<file path="src/rtl/btn_conditioner.sv">
// Multi-channel push-button front end: synchronise, debounce, and emit a clean
// level plus press/release strobes, with optional per-channel auto-repeat.
module btn_conditioner #(
  parameter int N_BTN           = 3,
  parameter int SYNC_STAGES     = 2,
  parameter int DEBOUNCE_CYCLES = 65000,
  parameter int REPEAT_DELAY    = 26000000,
  parameter int REPEAT_PERIOD   = 6500000
) (
  input  logic               clk,
  input  logic               rst,
  input  logic [N_BTN-1:0]   btn_raw,
  input  logic [N_BTN-1:0]   repeat_en,
  output logic [N_BTN-1:0]   btn_level,
  output logic [N_BTN-1:0]   btn_press,
  output logic [N_BTN-1:0]   btn_release,
  output logic [2*N_BTN-1:0] state_dbg
);

  localparam int DW   = $clog2(DEBOUNCE_CYCLES + 1);
  localparam int RMAX = (REPEAT_DELAY > REPEAT_PERIOD) ? REPEAT_DELAY : REPEAT_PERIOD;
  localparam int RW   = $clog2(RMAX + 1);

  localparam logic [DW-1:0] DEB_LAST = DW'(DEBOUNCE_CYCLES - 1);
  localparam logic [RW-1:0] DLY_LAST = RW'(REPEAT_DELAY - 1);
  localparam logic [RW-1:0] PER_LAST = RW'(REPEAT_PERIOD - 1);

  typedef enum logic [1:0] {
    RELEASED    = 2'd0,
    HELD_DELAY  = 2'd1,
    HELD_REPEAT = 2'd2
  } state_t;

  for (genvar i = 0; i < N_BTN; i++) begin : g_ch
    logic [SYNC_STAGES-1:0] sync;
    logic                   s;
    logic [DW-1:0]          dcnt;
    logic [RW-1:0]          rcnt;
    logic                   level;
    logic                   press;
    logic                   rel;
    logic                   accept;
    state_t                 state;

    assign s      = sync[SYNC_STAGES-1];
    assign accept = (s != level) && (dcnt == DEB_LAST);

    // A HELD state implies level=1, so an accepted change there is always a release.
    always_ff @(posedge clk or negedge rst) begin
      if (!rst) begin
        sync  <= '0;
        dcnt  <= '0;
        rcnt  <= '0;
        level <= 1'b0;
        press <= 1'b0;
        rel   <= 1'b0;
        state <= RELEASED;
      end else begin
        sync  <= {sync[SYNC_STAGES-2:0], btn_raw[i]};
        press <= 1'b0;
        rel   <= 1'b0;

        if (s == level) begin
          dcnt <= '0;
        end else if (accept) begin
          level <= s;
          dcnt  <= '0;
        end else begin
          dcnt <= dcnt + 1'b1;
        end

        case (state)
          RELEASED: begin
            rcnt <= '0;
            if (accept && s) begin
              press <= 1'b1;
              state <= HELD_DELAY;
            end
          end
          HELD_DELAY: begin
            if (accept) begin
              rel   <= 1'b1;
              rcnt  <= '0;
              state <= RELEASED;
            end else if (!repeat_en[i]) begin
              rcnt <= '0;
            end else if (rcnt == DLY_LAST) begin
              press <= 1'b1;
              rcnt  <= '0;
              state <= HELD_REPEAT;
            end else begin
              rcnt <= rcnt + 1'b1;
            end
          end
          HELD_REPEAT: begin
            if (accept) begin
              rel   <= 1'b1;
              rcnt  <= '0;
              state <= RELEASED;
            end else if (!repeat_en[i]) begin
              rcnt  <= '0;
              state <= HELD_DELAY;
            end else if (rcnt == PER_LAST) begin
              press <= 1'b1;
              rcnt  <= '0;
            end else begin
              rcnt <= rcnt + 1'b1;
            end
          end
          default: begin
            rcnt  <= '0;
            state <= RELEASED;
          end
        endcase
      end
    end

    assign btn_level[i]         = level;
    assign btn_press[i]         = press;
    assign btn_release[i]       = rel;
    assign state_dbg[2*i +: 2]  = state;
  end

endmodule

</file>
<file path="config.mk">
export PLATFORM = sky130hd
export DESIGN_NAME = btn_conditioner
export DESIGN_NICKNAME = d
export VERILOG_FILES = /design/src/rtl/btn_conditioner.sv
export SDC_FILE = /design/constraint.sdc
export NUM_CORES = 1
export LEC_CHECK = 0
export CAP_MARGIN = 10
export CORE_MARGIN = 2
export CORE_UTILIZATION = 31
export DETAILED_ROUTE_END_ITERATION = 16
export PLACE_DENSITY_LB_ADDON = 0.15
export RECOVER_POWER = 50
export SLEW_MARGIN = 15
export SYNTH_ARGS = -nofsm -noshare
export SYNTH_HDL_FRONTEND = slang
export SYNTH_SLANG_ARGS = --single-unit
</file>
<file path="constraint.sdc">
create_clock -name clk -period 5.3 [get_ports clk]
set_clock_uncertainty 0.05 [all_clocks]
set_input_delay 0.795 -clock clk [delete_from_list [all_inputs] [get_ports clk]]
set_output_delay 0.795 -clock clk [all_outputs]
set_load 0.005 [all_outputs]
</file>
; ---- Word level (Yosys, flattened, before mapping)
; Cells that the tools add are included.
[word_totals]
register_bits = 144
output_inout_bits = 15
[classes]
add_sub_neg = 6
n_eq_ne = 33
n_mux = 78
bitwise = 3
reduce_logical = 18
[op_table]
columns = op, count
row1 = $mux W25, 18
row2 = $pmux W25 S2, 3
row3 = $mux W16, 6
row4 = $add A25 B1 Y25 const B, 3
row5 = $eq A25 B23 Y1 const B, 3
row6 = $eq A25 B25 Y1 const B, 3
row7 = $add A16 B1 Y16 const B, 3
row8 = $eq A16 B16 Y1 const B, 3
row9 = $mux W2, 18
row10 = $mux W1, 27
row11 = $ne A3 B3 Y1 const B, 9
row12 = $pmux W2 S3, 3
row13 = $reduce_and A4 Y1, 3
row14 = $pmux W1 S3, 3
row15 = $eq A2 B1 Y1 const B, 3
row16 = $eq A2 B2 Y1 const B, 3
row17 = $logic_and A1 B1 Y1, 6
row18 = $logic_not A2 Y1, 3
row19 = $ne A2 B2 Y1 const B, 3
row20 = $reduce_and A2 Y1, 3
row21 = $reduce_or A2 Y1, 3
row22 = $eq A1 B1 Y1, 3
row23 = $ne A1 B1 Y1, 3
row24 = $not A1 Y1, 3

; ---- Depth between registers and ports, before layout
[logic_depth]
word_depth = 5
depth_mapped = 8
depth_no_buf = 7

; ---- Least setup slack after synthesis
; No wires, ideal clock.
[synth_path]
path_type = reg2reg
from = register g_ch[0].rcnt[16]
to = register g_ch[0].state[1]
setup_time_ns = 0.126
arrival_ns = 2.073
slack_ns = 3.051
path_stages_with_launch = 7
period_less_slack_ns = 2.249
path_cell_list = dfrtp_1 > buf_6 > or4b_4 > or4b_4 > o41ai_2 > a211oi_1 > a311o_1
[synth_via]
elab_chain_cells = 3
[synth_lines]
columns = element, line
row1 = "start, declared", 38  ; logic [RW-1:0] rcnt;
row2 = "start signal, assigned", 92  ; rcnt <= rcnt + 1'b1;
row3 = "start signal, assigned", 107  ; rcnt <= rcnt + 1'b1;
row4 = $eq A25 B25 Y1, 87  ; end else if (rcnt == DLY_LAST) begin
row5 = $ne A3 B3 Y1 (no source line), -
row6 = $reduce_and A4 Y1 (no source line), -
row7 = "end signal, assigned", 84  ; state <= RELEASED;
row8 = "end signal, assigned", 90  ; state <= HELD_REPEAT;
row9 = "end signal, assigned", 99  ; state <= RELEASED;
row10 = "end, declared", 43  ; state_t state;
; No other way between the ends.
; A chain may end at the register's enable or synchronous reset.

==> flow_summary.json <==
{
  "clock_latency_ns": 0.42,
  "path_cells": "clkbuf_2 -> clkbuf_2",
  "arrival_ns": 3.74,
  "nNetsFinal": 834,
  "maxSlewViolCount": 106,
  "portBuffers": 22,
  "die_area_mm2": 0.0256,
  "cts_tree": "done",
  "start_util": 0.313,
  "grt_pass1_wl_um": 27100,
  "worst_pin_slew_ns": 2.67,
  "max_freq_ghz": 0.294,
  "clk_pin_slew_ns": 0.07,
  "die_h_um": 160,
  "fin_area_mm2": 0.00862,
  "fin_crit_ns": 3.40,
  "area_delta_synth_final_pct": 14.1,
  "hold_viol_final": 0,
  "slowest_delay_ns": 1.76,
  "yosysTopAreaCell": "dfrtp_1",
  "worstHoldPathType": "reg -> reg",
  "drtIter0Drc": 280,
  "routabilityCongestion": 0.754,
  "syn_area_mm2": 0.00755,
  "dpl.hpwl_um": 10300,
  "synth_area_leaders": "dfrtp_1, nor2_1, xnor2_1",
  "syn_avg_cell_area_um2": 9.53,
  "place_ws_ns": 2.47,
  "overflow": 0,
  "fp.dieW_um": 160,
  "leakage_nw": 3.36,
  "synth_cells": 793,
  "setup_tns_ns": 0,
  "start_kind": "primary input",
  "ys_seq_elements": 144,
  "grt_max_degree": 106,
  "gr-usage-all-layers": 0.127,
  "drt-pass1-iter-count": 4,
  "drv_cap": 1,
  "vias": 5477,
  "syn-num-nets": 819,
  "cpLargestDelayFamily": "buffers and inverters",
  "holdWs_ns": 0.299,
  "antenna_found_initial": 0,
  "cts_sinks": 144,
  "cp.buffers_inverters": 2,
  "crit_top_cell": "clkbuf_2",
  "antennaDiodeCount": 0,
  "synth_top_area_share": 0.477,
  "routed_wl_um": 15300,
  "layout-drive-gt1-share": 0.0536,
  "htreeDepth": 4,
  "io_pins": 23,
  "critPathMaxFanout": 105,
  "fin_cells": 1145,
  "viasPerCell": 4.78,
  "first_global_vias": 5615,
  "clockBufferDepth": 2,
  "synth_edf_count": 0,
  "synth-async-reset-ratio": 1.00,
  "rsz0062_at_grt": "false",
  "status": "complete, but fails checks",
  "ant_nets": 0,
  "wl_per_cell_um": 13.3,
  "setup_slack_ns": 1.90,
  "postCtsSetupRepairBufs": 0,
  "endpoint_kind": "async pin",
  "crit_required_ns": 5.65,
  "cts_buffers": 17,
  "relSlewSlack": -0.778,
  "core_mm2": 0.0241,
  "power_density_mw_per_mm2": 289,
  "peakVddDrop_mv": 0.162,
  "min_period_over_period": 0.641,
  "holdBufCountCts": 0,
  "ys_types": 56,
  "cts_resized": 0,
  "failed_checks": "max-capacitance violations, max-slew violations",
  "setup_viol": 0,
  "row_count": 57,
  "yosysWarnings": 0,
  "seq_area_frac_synth": 0.477,
  "path_class": "in -> async",
  "critPathSlowestCell": "clkbuf_2",
  "dp_cells": 1113,
  "place_area_mm2": 0.00803,
  "drc": 0,
  "cts_root_buf": "clkbuf_16",
  "ys.flop_type": "dfrtp_1",
  "synth_common_cells": "dfrtp_1, nor2_1, nand2_1"
}
-- kinds of logic after synthesis --
group	Yosys count	share of synthesized area
flip-flops	144	0.477
buffers and inverters	53	0.0345
adder cells (fa/ha/maj)	18	0.0298
AND/OR/NAND/NOR	424	0.288
XOR/XNOR	108	0.125
AO/OA/AOI/OAI	45	0.0442
multiplexers	1	0.00133
-- worst paths after layout --
path                                  from          endpoint  slack (ns)  cells after the start
max                                    rst   g_ch[2].rcnt[5]        1.90                      2
min                        g_ch[0].sync[0]   g_ch[0].sync[1]        0.30                      0
max reg2reg                g_ch[2].rcnt[7]  g_ch[2].rcnt[21]        2.50                      5
min reg2reg                g_ch[0].sync[0]   g_ch[0].sync[1]        0.30                      0
max in group clk           g_ch[2].rcnt[7]  g_ch[2].rcnt[21]        2.50                      5
min in group asynchronous              rst  g_ch[0].dcnt[12]        1.07                      1
-- layer usage --
| metal | track usage | wire (um) |
|---|---|---|
| met1 | 0.173 | 7660 |
| met4 | 0.0385 | 147 |
| met5 | 0 | 0 |
| met2 | 0.202 | 7030 |
| met3 | 0.0296 | 433 |
-- through the flow --
step	power (mW)	utilization
2_1_floorplan	1.24	-
4_1_cts	2.54	0.358
6_report	2.49	0.358
3_5_place_dp	1.29	0.333
5_1_grt	2.61	0.358
3_3_place_gp	1.29	0.333
-- state kept, by name (all words and copies together) (netlist names) --
name,cells
g_ch.rcnt,75
g_ch.dcnt,48
g_ch.state,6
g_ch.sync,6
g_ch.level,3
g_ch.press,3
g_ch.rel,3
-- report_power, final --
| group | internal, mW | total [mW] | switching [mW] |
|---|---|---|---|
| clock network | 0.753 | 1.23 | 0.478 |
| registers | 1.11 | 1.13 | 0.0147 |
| logic | 0.0456 | 0.132 | 0.0861 |
-- final cells by class --
type	count	area [um2]
fill	2534	15500
multi-input combinational	596	3690
sequential	144	3600
clock buffer	19	443
tap	324	405
timing repair buffer	23	220
clock inverter	13	163
inverter	26	97.6
-- cell usage in the layout (no fill, tap or decap), types with 3 or more instances in the layout --
cell type        count
clkbuf_16           17
dfrtp_1            144
dlygate4sd3_1        4
xor2_1              48
nor4_1              21
clkinvlp_4           6
or4bb_1              4
nor2b_1              4
nor4b_1              8
ha_1                18
and3_1              25
nor4bb_1             4
or4_1                6
nor2_1             144
or3_1                4
a31oi_1              6
nand2_1             69
nor3_1              26
bufinv_16            3
and2_1               7
and4_1              11
clkdlybuf4s50_1     17
inv_1               26
o31ai_1              3
or2_2                3
nand3b_1             3
a21oi_1              9
nand3_1             45
nand4_1             25
a211oi_1             3
o22ai_1              3
nand4b_1             3
xnor2_1             60
(Power assumes the default switching activity.)
